`src/rtl/dqsw_delay_trainer_if.sv`:
```
// Signal bundle between one DQSW delay trainer (master) and the training
// controller / IOD side (slave) of a single DQ lane.
interface dqsw_delay_trainer_if;
    logic       TRAIN_START;
    logic       TRAIN_DONE;
    logic       TRAIN_ERROR;
    logic [7:0] TAP_COUNT;
    logic       EYE_MONITOR_EARLY;
    logic       EYE_MONITOR_LATE;
    logic       DELAY_LINE_OUT_OF_RANGE;
    logic       EYE_MONITOR_CLEAR_FLAGS;
    logic       DELAY_LINE_MOVE;
    logic       DELAY_LINE_DIRECTION;
    logic       DELAY_LINE_LOAD;

    modport master (
        input  TRAIN_START, EYE_MONITOR_EARLY, EYE_MONITOR_LATE, DELAY_LINE_OUT_OF_RANGE,
        output TRAIN_DONE, TRAIN_ERROR, TAP_COUNT, EYE_MONITOR_CLEAR_FLAGS,
               DELAY_LINE_MOVE, DELAY_LINE_DIRECTION, DELAY_LINE_LOAD
    );

    modport slave (
        output TRAIN_START, EYE_MONITOR_EARLY, EYE_MONITOR_LATE, DELAY_LINE_OUT_OF_RANGE,
        input  TRAIN_DONE, TRAIN_ERROR, TAP_COUNT, EYE_MONITOR_CLEAR_FLAGS,
               DELAY_LINE_MOVE, DELAY_LINE_DIRECTION, DELAY_LINE_LOAD
    );
endinterface

```
`src/rtl/dqsw_delay_trainer.sv`:
```
// Per-lane DQSW training sequencer: sweeps the IOD delay line upward, locks on
// the first EARLY->LATE tap pair, backs off a few taps and reports the position.
module dqsw_delay_trainer #(
    parameter int MAX_TAPS      = 128,
    parameter int SETTLE_CYCLES = 8,
    parameter int SAMPLE_CYCLES = 16,
    parameter int BACKOFF_TAPS  = 2
) (
    input  logic                 FAB_CLK,
    input  logic                 RESET,
    dqsw_delay_trainer_if.master bus
);
    localparam int CNT_MAX = (SETTLE_CYCLES > SAMPLE_CYCLES) ? SETTLE_CYCLES : SAMPLE_CYCLES;
    localparam int CNT_W   = (CNT_MAX < 2) ? 1 : $clog2(CNT_MAX);

    typedef enum logic [3:0] {
        S_IDLE    = 4'd0,
        S_LOAD    = 4'd1,
        S_CLEAR   = 4'd2,
        S_SETTLE  = 4'd3,
        S_SAMPLE  = 4'd4,
        S_EVAL    = 4'd5,
        S_MOVE    = 4'd6,
        S_BACKOFF = 4'd7,
        S_DONE    = 4'd8,
        S_ERROR   = 4'd9
    } state_t;

    typedef enum logic [1:0] {
        CLS_X = 2'd0,
        CLS_E = 2'd1,
        CLS_L = 2'd2
    } cls_t;

    state_t           state_q;
    cls_t             prev_cls_q;
    cls_t             cls_s;
    logic [CNT_W-1:0] cnt_q;
    logic             early_seen_q;
    logic             late_seen_q;
    logic [3:0]       bo_left_q;
    logic             bo_gap_q;
    logic [7:0]       tap_q;
    logic [7:0]       bo_n_s;
    logic             oor_window_s;
    logic             done_q;
    logic             error_q;
    logic             clear_q;
    logic             move_q;
    logic             dir_q;
    logic             load_q;

    assign bus.TRAIN_DONE              = done_q;
    assign bus.TRAIN_ERROR             = error_q;
    assign bus.TAP_COUNT               = tap_q;
    assign bus.EYE_MONITOR_CLEAR_FLAGS = clear_q;
    assign bus.DELAY_LINE_MOVE         = move_q;
    assign bus.DELAY_LINE_DIRECTION    = dir_q;
    assign bus.DELAY_LINE_LOAD         = load_q;

    // Classify the accumulated eye-monitor flags of the current tap.
    always_comb begin
        cls_s = CLS_X;
        if (early_seen_q && !late_seen_q) begin
            cls_s = CLS_E;
        end else if (late_seen_q && !early_seen_q) begin
            cls_s = CLS_L;
        end else begin
            cls_s = CLS_X;
        end
    end

    // Back-off distance, clamped so the tap position never underflows.
    always_comb begin
        bo_n_s = 8'(BACKOFF_TAPS);
        if (tap_q < 8'(BACKOFF_TAPS)) begin
            bo_n_s = tap_q;
        end else begin
            bo_n_s = 8'(BACKOFF_TAPS);
        end
    end

    // States in which an out-of-range report from the IOD aborts training.
    always_comb begin
        oor_window_s = 1'b0;
        case (state_q)
            S_LOAD, S_CLEAR, S_SETTLE, S_SAMPLE,
            S_EVAL, S_MOVE, S_BACKOFF: oor_window_s = 1'b1;
            default:                   oor_window_s = 1'b0;
        endcase
    end

    // Training FSM; every output is set on entry to the state that owns it.
    always_ff @(posedge FAB_CLK or posedge RESET) begin
        if (RESET) begin
            state_q      <= S_IDLE;
            prev_cls_q   <= CLS_X;
            cnt_q        <= '0;
            early_seen_q <= 1'b0;
            late_seen_q  <= 1'b0;
            bo_left_q    <= 4'd0;
            bo_gap_q     <= 1'b0;
            tap_q        <= 8'd0;
            done_q       <= 1'b0;
            error_q      <= 1'b0;
            clear_q      <= 1'b0;
            move_q       <= 1'b0;
            dir_q        <= 1'b0;
            load_q       <= 1'b0;
        end else begin
            load_q  <= 1'b0;
            clear_q <= 1'b0;
            move_q  <= 1'b0;
            if (oor_window_s && bus.DELAY_LINE_OUT_OF_RANGE) begin
                state_q <= S_ERROR;
                error_q <= 1'b1;
                done_q  <= 1'b0;
            end else begin
                case (state_q)
                    S_IDLE, S_DONE, S_ERROR: begin
                        if (bus.TRAIN_START) begin
                            state_q    <= S_LOAD;
                            load_q     <= 1'b1;
                            tap_q      <= 8'd0;
                            prev_cls_q <= CLS_X;
                            done_q     <= 1'b0;
                            error_q    <= 1'b0;
                        end else begin
                            state_q <= state_q;
                        end
                    end
                    S_LOAD, S_MOVE: begin
                        state_q <= S_CLEAR;
                        clear_q <= 1'b1;
                    end
                    S_CLEAR: begin
                        state_q      <= S_SETTLE;
                        early_seen_q <= 1'b0;
                        late_seen_q  <= 1'b0;
                        cnt_q        <= CNT_W'(SETTLE_CYCLES - 1);
                    end
                    S_SETTLE: begin
                        if (cnt_q == '0) begin
                            state_q <= S_SAMPLE;
                            cnt_q   <= CNT_W'(SAMPLE_CYCLES - 1);
                        end else begin
                            cnt_q <= cnt_q - 1'b1;
                        end
                    end
                    S_SAMPLE: begin
                        early_seen_q <= early_seen_q | bus.EYE_MONITOR_EARLY;
                        late_seen_q  <= late_seen_q | bus.EYE_MONITOR_LATE;
                        if (cnt_q == '0) begin
                            state_q <= S_EVAL;
                        end else begin
                            cnt_q <= cnt_q - 1'b1;
                        end
                    end
                    S_EVAL: begin
                        prev_cls_q <= cls_s;
                        if ((prev_cls_q == CLS_E) && (cls_s == CLS_L)) begin
                            if (BACKOFF_TAPS == 0) begin
                                state_q <= S_DONE;
                                done_q  <= 1'b1;
                            end else begin
                                state_q   <= S_BACKOFF;
                                move_q    <= 1'b1;
                                dir_q     <= 1'b0;
                                tap_q     <= tap_q - 8'd1;
                                bo_left_q <= 4'(bo_n_s - 8'd1);
                                bo_gap_q  <= 1'b0;
                            end
                        end else if (tap_q == 8'(MAX_TAPS - 1)) begin
                            state_q <= S_ERROR;
                            error_q <= 1'b1;
                        end else begin
                            state_q <= S_MOVE;
                            move_q  <= 1'b1;
                            dir_q   <= 1'b1;
                            tap_q   <= tap_q + 8'd1;
                        end
                    end
                    S_BACKOFF: begin
                        if (!bo_gap_q) begin
                            bo_gap_q <= 1'b1;
                        end else if (bo_left_q == 4'd0) begin
                            state_q <= S_DONE;
                            done_q  <= 1'b1;
                        end else begin
                            move_q    <= 1'b1;
                            dir_q     <= 1'b0;
                            tap_q     <= tap_q - 8'd1;
                            bo_left_q <= bo_left_q - 4'd1;
                            bo_gap_q  <= 1'b0;
                        end
                    end
                    default: begin
                        state_q <= S_IDLE;
                        done_q  <= 1'b0;
                        error_q <= 1'b0;
                    end
                endcase
            end
        end
    end
endmodule

```
`src/flat_wrapper.sv`:
```
// flat-port wrapper written by rule: the top's interface ports become plain ports
module dqsw_delay_trainer_flat 
#(
    parameter int MAX_TAPS      = 128,
    parameter int SETTLE_CYCLES = 8,
    parameter int SAMPLE_CYCLES = 16,
    parameter int BACKOFF_TAPS  = 2
)
  (FAB_CLK, RESET, bus_TRAIN_START, bus_EYE_MONITOR_EARLY, bus_EYE_MONITOR_LATE, bus_DELAY_LINE_OUT_OF_RANGE, bus_TRAIN_DONE, bus_TRAIN_ERROR, bus_TAP_COUNT, bus_EYE_MONITOR_CLEAR_FLAGS, bus_DELAY_LINE_MOVE, bus_DELAY_LINE_DIRECTION, bus_DELAY_LINE_LOAD);
  dqsw_delay_trainer_if bus_i ();
  input  logic FAB_CLK;
  input  logic RESET;
  input wire logic [$bits(bus_i.TRAIN_START)-1:0] bus_TRAIN_START;
  input wire logic [$bits(bus_i.EYE_MONITOR_EARLY)-1:0] bus_EYE_MONITOR_EARLY;
  input wire logic [$bits(bus_i.EYE_MONITOR_LATE)-1:0] bus_EYE_MONITOR_LATE;
  input wire logic [$bits(bus_i.DELAY_LINE_OUT_OF_RANGE)-1:0] bus_DELAY_LINE_OUT_OF_RANGE;
  output wire logic [$bits(bus_i.TRAIN_DONE)-1:0] bus_TRAIN_DONE;
  output wire logic [$bits(bus_i.TRAIN_ERROR)-1:0] bus_TRAIN_ERROR;
  output wire logic [$bits(bus_i.TAP_COUNT)-1:0] bus_TAP_COUNT;
  output wire logic [$bits(bus_i.EYE_MONITOR_CLEAR_FLAGS)-1:0] bus_EYE_MONITOR_CLEAR_FLAGS;
  output wire logic [$bits(bus_i.DELAY_LINE_MOVE)-1:0] bus_DELAY_LINE_MOVE;
  output wire logic [$bits(bus_i.DELAY_LINE_DIRECTION)-1:0] bus_DELAY_LINE_DIRECTION;
  output wire logic [$bits(bus_i.DELAY_LINE_LOAD)-1:0] bus_DELAY_LINE_LOAD;
  assign bus_i.TRAIN_START = bus_TRAIN_START;
  assign bus_i.EYE_MONITOR_EARLY = bus_EYE_MONITOR_EARLY;
  assign bus_i.EYE_MONITOR_LATE = bus_EYE_MONITOR_LATE;
  assign bus_i.DELAY_LINE_OUT_OF_RANGE = bus_DELAY_LINE_OUT_OF_RANGE;
  assign bus_TRAIN_DONE = bus_i.TRAIN_DONE;
  assign bus_TRAIN_ERROR = bus_i.TRAIN_ERROR;
  assign bus_TAP_COUNT = bus_i.TAP_COUNT;
  assign bus_EYE_MONITOR_CLEAR_FLAGS = bus_i.EYE_MONITOR_CLEAR_FLAGS;
  assign bus_DELAY_LINE_MOVE = bus_i.DELAY_LINE_MOVE;
  assign bus_DELAY_LINE_DIRECTION = bus_i.DELAY_LINE_DIRECTION;
  assign bus_DELAY_LINE_LOAD = bus_i.DELAY_LINE_LOAD;
  dqsw_delay_trainer #(.MAX_TAPS(MAX_TAPS), .SETTLE_CYCLES(SETTLE_CYCLES), .SAMPLE_CYCLES(SAMPLE_CYCLES), .BACKOFF_TAPS(BACKOFF_TAPS)) u_core (.FAB_CLK(FAB_CLK), .RESET(RESET), .bus(bus_i));
endmodule
```
`config.mk`:
```
export PLATFORM = sky130hd
export DESIGN_NAME = dqsw_delay_trainer_flat
export DESIGN_NICKNAME = d
export VERILOG_FILES = /design/src/rtl/dqsw_delay_trainer_if.sv /design/src/rtl/dqsw_delay_trainer.sv /design/src/flat_wrapper.sv
export SDC_FILE = /design/constraint.sdc
export NUM_CORES = 1
export LEC_CHECK = 0
export CAP_MARGIN = 20
export CORE_ASPECT_RATIO = 1.75
export CORE_UTILIZATION = 56
export CTS_CLUSTER_SIZE = 20
export DETAILED_ROUTE_END_ITERATION = 10
export PLACE_DENSITY = 0.82
export SETUP_SLACK_MARGIN = 0.5
export SYNTH_ARGS = -nofsm -noshare
export SYNTH_HDL_FRONTEND = slang
export SYNTH_SLANG_ARGS = --single-unit
export TNS_END_PERCENT = 1
```
`constraint.sdc`:
```
create_clock -name FAB_CLK -period 2.39 [get_ports FAB_CLK]
set_input_delay 0.478 -clock FAB_CLK [delete_from_list [all_inputs] [get_ports FAB_CLK]]
set_output_delay 0.478 -clock FAB_CLK [all_outputs]
set_load 0.005 [all_outputs]
```
==> results.md, run 1 <==
- outcome: completed
- horizontal die dimension: 46.6 um
- final number of max-transition violations: 0
- Post-Syn Instances: 212
- total die area: 0.00373 mm2
- number of detailed-route iterations in the first pass: 4
- largest stage delay on the critical path: 0.47 ns
- predominant post-synthesis flop cell: sky130_fd_sc_hd__dfrtp_1
- RSZ-0062 raised after global routing: yes
- worst-margin pin slew: 0.554 ns
- count leader, synth: sky130_fd_sc_hd__dfrtp_1
- total negative slack for setup checks: 0 ns
- final setup vio count: 0
- total number of nets in the final design: 272
- final standard cell utilization of the core: 0.775
- Synth Warn #: 0
- clock sink count: 31
- sequential fraction of the synthesis area: 0.398
- hold violation count in the final report: 0
- count of hold buffers inserted by post-cts repair: 0
- launching element type of the critical path: flip-flop
- overall via count from detail_route: 1952
- worst hold-check slack: 0.531 ns
- WP data arrival: 2.15 ns
- routed wire length: 5500 um
- min Tclk post-route: 1.97 ns
- Wirelength per Cell: 17.8 um
- antenna violations before repair: 0
- Final Instance Count excl. Fillers: 308
- maximum number of pins on one net before global-route repair: 32
- effective utilization at floorplan: 0.579
- area growth from synthesis to layout: 33.7%
- GR met3 Demand/Resource: 0.0566
- Die Y: 80.0 um
- Setup WS pre-CTS: 0.00939 ns
- total clock buffers created by CTS: 5
- Max Clock Skew: 0.00625 ns
- global-route wire length before repair: 8420 um
- # port buffers: 19
- top cells by area, synth: sky130_fd_sc_hd__dfrtp_1, sky130_fd_sc_hd__o21ai_0, sky130_fd_sc_hd__nor2_1, sky130_fd_sc_hd__nand2_1, sky130_fd_sc_hd__mux2_2
- number of top-level pins: 20
- post-route clock period utilization: 0.825
- GRT Util Overall: 0.315
- dominant delay contributor by cell family on the critical path: simple AND/OR/NAND/NOR gates
- ratio of total power to cell area: 1210 mW/mm2
- Leakage: 0.00111 uW
- Rel. slew slack: 0.627
- per-cell via count in the routed design: 6.34
- residual antenna-violating net count after detailed routing: 0
- Worst Path Buf+Inv: 1
- slowest stage cell, crit path: sky130_fd_sc_hd__or4b_4
- cell row count: 28
- number of design rule violations left after detail routing: 0
- max capacitance violation total: 0
- met2 Usage GRT: 0.531
- worst min-delay path class: reg2reg
- crit path cell chain: and4bb_4 > or4b_4 > and2_4 > nand2_4 > inv_2 > mux2_4
- cell count after placement: 280
- GR peak layer: met2
- most instantiated cells after synthesis: sky130_fd_sc_hd__dfrtp_1, sky130_fd_sc_hd__nor2_1, sky130_fd_sc_hd__nand2_1
- total congestion overflow: 0
- clock tree root buffer cell: sky130_fd_sc_hd__clkbuf_8
- diode count: 0
- clock slew at the register clock pins of the worst setup and hold paths: 0.07 ns
- Mapped Area: 0.00195 mm2
- post-synthesis sequential element count: 31
- Yosys top cell by area: sky130_fd_sc_hd__dfrtp_1
- met1 global-route usage: 0.332
- largest vdd supply drop: 751 uV
- starting DRC count in detailed routing: 104
- clock buffer depth: 2
- number of synthesized flops with an enable pin: 0
- TritonCTS clock tree: built
- share of flip-flops with an asynchronous set or reset after synthesis: 1.00
- Setup crit end kind: flip-flop
- share of post-route cells with drive strength above 1: 0.308
- syn avg cell area: 9.19 um2
- category of the most critical setup path: reg2reg
- CP Data Required Time: 2.57 ns
- half-perimeter wire length after placement: 3350 um
- Yosys cell types: 59
- area share of the leading cell type in the synthesized netlist: 0.398
- Clk Latency, worst-skew pair: 0.29 ns
- post-route worst setup slack: 0.418 ns
- final RePlAce weighted congestion: 0.923
- placeable core area: 0.00336 mm2
- net count after synthesis: 222
- H-tree depth reported by CTS: 2
- achievable clock frequency: 507 MHz
- via count of the first global-routing pass: 1875
- highest fanout seen on the critical path: 6
[state kept, by name (all words and copies together) (netlist names), 2 cells and up]
register and cells:
u_core.bus.TAP_COUNT 8, u_core.prev_cls_q 2, u_core.bo_left_q 4, u_core.state_q 4
u_core.cnt_q 4
[timing repair]
item,in CTS,in global routing
hold endpoints to repair,0,0
gates resized for setup,14,10
buffers inserted,15,5
setup endpoints to repair,18,21
pin swaps,7,4
[layout make-up]
class,count,area [um2]
fill,230,758
timing repair buffer,50,422
sequential,31,787
inverter,11,41.3
tap,45,56.3
multi-input combinational,163,1200
clock buffer,8,100
[routing by layer]
metal | share of wire | vias up
met2 | 0.52 | 85
met1 | 0.38 | 952
met4 | 0.046 | 0
li1 | - | 885
met5 | 0 | -
met3 | 0.045 | 30
[logic make-up (layout without fill, tap and decap cells)]
family / after synthesis / after routing / synth area share
AO/OA/AOI/OAI: 58 / 58 / 0.197
buffers and inverters: 18 / 69 / 0.0405
XOR/XNOR: 7 / 7 / 0.0315
adder cells (fa/ha/maj): 4 / 4 / 0.0257
flip-flops: 31 / 31 / 0.398
AND/OR/NAND/NOR: 85 / 85 / 0.255
multiplexers: 9 / 9 / 0.0527
[layout by cell type (no fill, tap or decap), types with 7 or more instances in the layout]
cell type,count
sky130_fd_sc_hd__buf_4,31
sky130_fd_sc_hd__dfrtp_1,22
sky130_fd_sc_hd__nand2_1,20
sky130_fd_sc_hd__nor2_1,20
sky130_fd_sc_hd__clkdlybuf4s50_1,18
sky130_fd_sc_hd__o21ai_0,16
sky130_fd_sc_hd__a21oi_1,10
sky130_fd_sc_hd__dfrtp_2,9
sky130_fd_sc_hd__inv_1,8
sky130_fd_sc_hd__clkbuf_8,7
[power by group]
group | internal (uW) | switching, uW | total [uW]
clock network | 262 | 196 | 458
logic | 855 | 856 | 1710
registers | 716 | 257 | 973
total | 1830 | 1310 | 3140
[final timing paths]
check / from / end / slack (ns) / depth (start not counted)
hold / removal: u_core.prev_cls_q[1] / u_core.prev_cls_q[1] / 0.53 / 1
min in group asynchronous: RESET / u_core.bus.DELAY_LINE_MOVE / 0.56 / 3
setup / recovery: u_core.state_q[3] / u_core.bus.DELAY_LINE_DIRECTION / 0.42 / 6
hold reg to reg: u_core.prev_cls_q[1] / u_core.prev_cls_q[1] / 0.53 / 1
max in group asynchronous: RESET / u_core.state_q[2] / 1.50 / 3
setup reg to reg: u_core.state_q[3] / u_core.bus.DELAY_LINE_DIRECTION / 0.42 / 6
[worst reg2reg max path, delay by kind of cell (launching register included)]
| kind | cells | cell delay (ns) |
|---|---|---|
| multiplexers | 1 | 0.29 |
| flip-flops | 1 | 0.45 |
| buffers and inverters | 1 | 0.06 |
| AND/OR/NAND/NOR | 4 | 1.07 |
[metrics by stage]
| stage | power (uW) | area [um2] |
|---|---|---|
| floorplan | 1900 | 1980 |
| global placement | 2340 | 2270 |
| detailed placement | 2380 | 2270 |
| CTS | 3000 | 2520 |
| global route | 3330 | 2610 |
| finish | 3140 | 2610 |
Power figures use the tool's default switching activity.
==> inputs of run 2 (changes only) <==
--- a/config.mk
+++ b/config.mk
@@ -7,10 +7,10 @@
 export LEC_CHECK = 0
 export CAP_MARGIN = 20
 export CORE_ASPECT_RATIO = 1.75
-export CORE_UTILIZATION = 56
+export CORE_UTILIZATION = 51
 export CTS_CLUSTER_SIZE = 20
 export DETAILED_ROUTE_END_ITERATION = 10
-export PLACE_DENSITY = 0.82
+export PLACE_DENSITY = 0.79
 export SETUP_SLACK_MARGIN = 0.5
 export SYNTH_ARGS = -nofsm -noshare
 export SYNTH_HDL_FRONTEND = slang
==> constraint.sdc (replaced) <==
create_clock -name FAB_CLK -period 1.8 [get_ports FAB_CLK]
set_input_delay 0.36 -clock FAB_CLK [delete_from_list [all_inputs] [get_ports FAB_CLK]]
set_output_delay 0.36 -clock FAB_CLK [all_outputs]
set_load 0.005 [all_outputs]
==> results.md, run 2 (synthesis results as in run 1) <==
- outcome: finished with violations
- violations in the final reports: setup timing
- ratio of total power to cell area: 1620 mW/mm2
- # port buffers: 19
- CP Data Required Time: 1.97 ns
- diode count: 0
- half-perimeter wire length after placement: 3890 um
- largest stage delay on the critical path: 0.39 ns
- clock buffer depth: 2
- residual antenna-violating net count after detailed routing: 0
- hold violation count in the final report: 0
- post-route clock period utilization: 1.08
- Setup crit end kind: flip-flop
- total congestion overflow: 0
- final setup vio count: 13
- worst-margin pin slew: 0.408 ns
- crit path cell chain: inv_2 > ha_4 > or3b_4 > and3_4 > a211oi_4 > mux2_4
- global-route wire length before repair: 9010 um
- cell count after placement: 333
- GRT Util Overall: 0.293
- routed wire length: 6110 um
- category of the most critical setup path: reg2reg
- number of top-level pins: 20
- Worst Path Buf+Inv: 1
- commonest non-fill, non-tap cell in the layout: sky130_fd_sc_hd__buf_4
- area growth from synthesis to layout: 54.0%
- via count of the first global-routing pass: 1958
- antenna violations before repair: 0
- H-tree depth reported by CTS: 2
- Worst Reg2Reg Path Length in Cells: 6
- maximum number of pins on one net before global-route repair: 32
- Setup WS pre-CTS: -0.430 ns
- Max Clock Skew: 0.00480 ns
- effective utilization at floorplan: 0.537
- number of flip-flops under the largest register name: 8
- WP data arrival: 2.12 ns
- overall via count from detail_route: 2086
- clock tree root buffer cell: sky130_fd_sc_hd__clkbuf_8
- final RePlAce weighted congestion: 0.916
- horizontal die dimension: 48.7 um
- Clk Latency, worst-skew pair: 0.29 ns
- fill cell total of the finished layout: 206
- largest vdd supply drop: 1230 uV
- total clock buffers created by CTS: 5
- dominant delay contributor by cell family on the critical path: simple AND/OR/NAND/NOR gates
- total negative slack for setup checks: -0.863 ns
- total number of cells along the worst setup path: 6
- starting DRC count in detailed routing: 95
- slowest stage cell, crit path: sky130_fd_sc_hd__dfrtp_1
- per-cell via count in the routed design: 6.01
- Wirelength per Cell: 17.6 um
- max capacitance violation total: 0
- total die area: 0.00408 mm2
- Leakage: 0.00137 uW
- cell row count: 29
- final number of max-transition violations: 0
- commonest non-fill, non-tap cells in the layout: sky130_fd_sc_hd__buf_4, sky130_fd_sc_hd__dfrtp_1, sky130_fd_sc_hd__nor2_1, sky130_fd_sc_hd__nand2_1, sky130_fd_sc_hd__buf_6
- Final Instance Count excl. Fillers: 347
- worst min-delay path class: in2async
- clock slew at the register clock pins of the worst setup and hold paths: 0.07 ns
- TritonCTS clock tree: built
- share of post-route cells with drive strength above 1: 0.442
- RSZ-0062 raised after global routing: yes
- Die Y: 83.8 um
- achievable clock frequency: 515 MHz
- highest fanout seen on the critical path: 4
- min Tclk post-route: 1.94 ns
- launching element type of the critical path: flip-flop
- placeable core area: 0.00363 mm2
- number of detailed-route iterations in the first pass: 5
- clock sink count: 31
- post-route worst setup slack: -0.140 ns
- total number of nets in the final design: 310
- Rel. slew slack: 0.728
- number of design rule violations left after detail routing: 0
[run 2: changes by cell type in the layout (fill, tap and decap cells not counted), moves of 3 or more]
cell / delta
sky130_fd_sc_hd__nor2_4: +3
sky130_fd_sc_hd__clkdlybuf4s50_1: -12
sky130_fd_sc_hd__o21ai_1: +4
sky130_fd_sc_hd__dfrtp_1: +7
sky130_fd_sc_hd__o21ai_0: -6
sky130_fd_sc_hd__buf_4: +24
sky130_fd_sc_hd__buf_6: +17
sky130_fd_sc_hd__clkinv_2: +3
sky130_fd_sc_hd__dfrtp_2: -7
[run 2: power by group]
group	switching (uW)	internal [uW]	total [uW]
Clock	281	264	545
Sequential	230	940	1170
Combinational	1470	1680	3150
Total	1980	2890	4870
[run 2: repair_timing]
item / 4_1_cts / 5_1_grt
endpoints found under the setup margin: 43 / 41
resized for setup: 56 / 40
setup buffers: 3 / 3
pin swaps: 14 / 15
hold buffers: 0 / 0
[run 2: area by class of cell]
type                    instances  area (um2)  area share
multi-input cells             163        1270       0.425
inverters                      11        43.8      0.0146
well taps                      46        57.6      0.0192
repair buffers                 88         761       0.254
clock buffers                   5        68.8      0.0229
flip-flops and latches         31         778       0.259
clock inverters                 3        15.0     0.00501
[run 2: path summary, 6_finish.rpt]
check                                        from                    endpoint  slack, ns
max                               u_core.cnt_q[1]           u_core.state_q[2]      -0.14
min                                         RESET  u_core.bus.DELAY_LINE_MOVE       0.45
max reg2reg                       u_core.cnt_q[1]           u_core.state_q[2]      -0.14
min reg2reg                u_core.bus.TRAIN_ERROR      u_core.bus.TRAIN_ERROR       0.52
max in group asynchronous                   RESET     u_core.bus.TAP_COUNT[0]       1.02
min in group FAB_CLK       u_core.bus.TRAIN_ERROR      u_core.bus.TRAIN_ERROR       0.52
[run 2: through the flow]
stage / hold slack (ns) / utilization / total power, uW / area [um2]
global placement: 0.490 / 0.738 / 3670 / 2680
floorplan: 0.431 / - / 2520 / 1980
finish: 0.449 / 0.827 / 4870 / 3000
detailed placement: 0.483 / 0.738 / 3750 / 2680
CTS: 0.468 / 0.790 / 4500 / 2870
global route: 0.509 / 0.827 / 5130 / 3000
[run 2: worst register-to-register path, delay by kind of cell (launching register included)]
family | cells | cell delay, ns
buffers and inverters | 1 | 0.09
and+or+nand+nor | 2 | 0.55
adders and majority gates | 1 | 0.13
AOI/OAI and AO/OA | 1 | 0.33
muxes | 1 | 0.33
DFF | 1 | 0.39
[run 2: routing by layer]
metal / GRT usage / routed length [um] / vias to the layer above
li1: - / - / 957
met1: 0.319 / 2230 / 1005
met2: 0.527 / 3340 / 101
met3: 0.0546 / 353 / 23
met4: 0.147 / 191 / 0
met5: 0 / 0 / -
==> inputs of run 3 (changes only) <==
--- a/config.mk
+++ b/config.mk
@@ -11,7 +11,10 @@
 export CTS_CLUSTER_SIZE = 20
 export DETAILED_ROUTE_END_ITERATION = 10
 export PLACE_DENSITY = 0.79
+export RECOVER_POWER = 25
 export SETUP_SLACK_MARGIN = 0.5
+export SKIP_LAST_GASP = 1
+export SLEW_MARGIN = 20
 export SYNTH_ARGS = -nofsm -noshare
 export SYNTH_HDL_FRONTEND = slang
 export SYNTH_SLANG_ARGS = --single-unit
==> results.md, run 3 (synthesis results as in run 1) <==
- WP data arrival: 2.09 ns
- min Tclk post-route: 1.91 ns
- residual antenna-violating net count after detailed routing: 0
- total clock buffers created by CTS: 5
- Die Y: 83.8 um
- largest vdd supply drop: 1080 uV
- maximum number of pins on one net before global-route repair: 32
- CP Data Required Time: 1.98 ns
- final RePlAce weighted congestion: 0.916
- fill cell total of the finished layout: 263
- clock buffer depth: 2
- placeable core area: 0.00363 mm2
- total power: 4470 uW
- final number of max-transition violations: 0
- Clk Latency, worst-skew pair: 0.29 ns
- area growth from synthesis to layout: 45.3%
- antenna violations before repair: 0
- via count of the first global-routing pass: 1898
- launching element type of the critical path: flip-flop
- TritonCTS clock tree: built
- total negative slack for setup checks: -0.856 ns
- number of detailed-route iterations in the first pass: 4
- worst min-delay path class: reg2reg
- Max Clock Skew: 0.00447 ns
- overall via count from detail_route: 1987
- clock slew at the register clock pins of the worst setup and hold paths: 0.07 ns
- worst-margin pin slew: 0.785 ns
- half-perimeter wire length after placement: 3890 um
- horizontal die dimension: 48.7 um
- number of top-level pins: 20
- post-route clock period utilization: 1.06
- total number of nets in the final design: 308
- RSZ-0062 raised after global routing: yes
- design area: 0.00283 mm2
- global-route wire length before repair: 8600 um
- clock sink count: 31
- cell row count: 29
- final standard cell utilization of the core: 0.780
- total die area: 0.00408 mm2
- total area of sequential cells: 778 um2
- violations in the final reports: setup timing
- H-tree depth reported by CTS: 2
- Setup WS pre-CTS: -0.430 ns
- Setup crit end kind: flip-flop
- Rel. slew slack: 0.477
- diode count: 0
- routed wire length: 5330 um
- max capacitance violation total: 0
- post-route worst setup slack: -0.114 ns
- outcome: finished with violations
- commonest non-fill, non-tap cells in the layout: sky130_fd_sc_hd__buf_4, sky130_fd_sc_hd__dfrtp_1, sky130_fd_sc_hd__nor2_1
- number of flip-flops under the largest register name: 8
- number of design rule violations left after detail routing: 0
- per-cell via count in the routed design: 5.76
- starting DRC count in detailed routing: 73
- achievable clock frequency: 523 MHz
- area of placed instances: 0.00268 mm2
- total congestion overflow: 0
- category of the most critical setup path: reg2reg
- ratio of total power to cell area: 1580 mW/mm2
- GRT Util Overall: 0.280
- Wirelength per Cell: 15.5 um
- highest fanout seen on the critical path: 4
- final setup vio count: 16
- commonest non-fill, non-tap cell in the layout: sky130_fd_sc_hd__buf_4
- share of post-route cells with drive strength above 1: 0.351
- effective utilization at floorplan: 0.537
- area of the multi-input gates: 0.00116 mm2
- clock tree root buffer cell: sky130_fd_sc_hd__clkbuf_8
- Leakage: 0.00128 uW
- # port buffers: 19
- hold violation count in the final report: 0
==> run 3: cell count changes in the layout (fill, tap and decap cells not counted), moves of 3 or more <==
cell	before	now
sky130_fd_sc_hd__nor2_4	3	0
sky130_fd_sc_hd__o21ai_0	10	16
sky130_fd_sc_hd__buf_6	17	0
sky130_fd_sc_hd__clkdlybuf4s50_1	6	18
sky130_fd_sc_hd__o21ai_1	5	1
sky130_fd_sc_hd__buf_4	55	65
sky130_fd_sc_hd__nor2_1	18	22
sky130_fd_sc_hd__dlygate4sd2_1	3	0
==> run 3: where the power goes <==
| part | switching [uW] | internal, uW |
|---|---|---|
| sequential | 203 | 941 |
| combinational | 1290 | 1500 |
| clock | 270 | 264 |
==> run 3: routing by layer <==
| metal | up-vias | global-route usage | part of all wire |
|---|---|---|---|
| li1 | 954 | - | - |
| met1 | 952 | 0.300 | 0.39 |
| met2 | 66 | 0.515 | 0.55 |
| met3 | 15 | 0.0492 | 0.035 |
| met4 | 0 | 0.126 | 0.022 |
| met5 | - | 0 | 0 |
==> run 3: repair_timing <==
| item | CTS | global route |
|---|---|---|
| gates resized for setup | 6 | 3 |
| hold buffers | 0 | 0 |
| gates cloned | 0 | 0 |
| buffers inserted | 3 | 1 |
| endpoints found under the hold margin | 0 | 0 |
| pin swaps | 3 | 2 |
| setup endpoints to repair | 43 | 45 |
==> run 3: worst paths after layout <==
kind | startpoint | endpoint | slack (ns) | cells past startpoint
min | u_core.bus.TRAIN_ERROR | u_core.bus.TRAIN_ERROR | 0.50 | 2
min reg2reg | u_core.bus.TRAIN_ERROR | u_core.bus.TRAIN_ERROR | 0.50 | 2
max reg2reg | u_core.state_q[1] | u_core.bus.DELAY_LINE_DIRECTION | -0.11 | 6
max in group asynchronous | RESET | u_core.bus.TAP_COUNT[0] | 0.52 | 3
min in group asynchronous | RESET | u_core.bus.TAP_COUNT[5] | 0.73 | 3
max | u_core.state_q[1] | u_core.bus.DELAY_LINE_DIRECTION | -0.11 | 6
==> run 3: metrics by stage <==
step,instances,hold slack [ns]
3_5_place_dp,333,0.483
3_3_place_gp,333,0.490
6_report,345,0.504
2_1_floorplan,212,0.431
5_1_grt,345,0.534
4_1_cts,344,0.468
==> run 3: critical path: stages (launching register included) <==
cell	delay (ns)
sky130_fd_sc_hd__dfrtp_1	0.41
sky130_fd_sc_hd__and4bb_4	0.36
sky130_fd_sc_hd__or4b_4	0.47
sky130_fd_sc_hd__and2_4	0.17
sky130_fd_sc_hd__nand2_4	0.07
sky130_fd_sc_hd__inv_4	0.05
sky130_fd_sc_hd__mux2_4	0.28
==> run 3: cell type report <==
| cell class | instances | share of cell area |
|---|---|---|
| multi-input cells | 163 | 0.411 |
| inverters | 11 | 0.0155 |
| well taps | 46 | 0.0203 |
| clock inverters | 3 | 0.00530 |
| flip-flops and latches | 31 | 0.275 |
| repair buffers | 86 | 0.248 |
| clock buffers | 5 | 0.0243 |
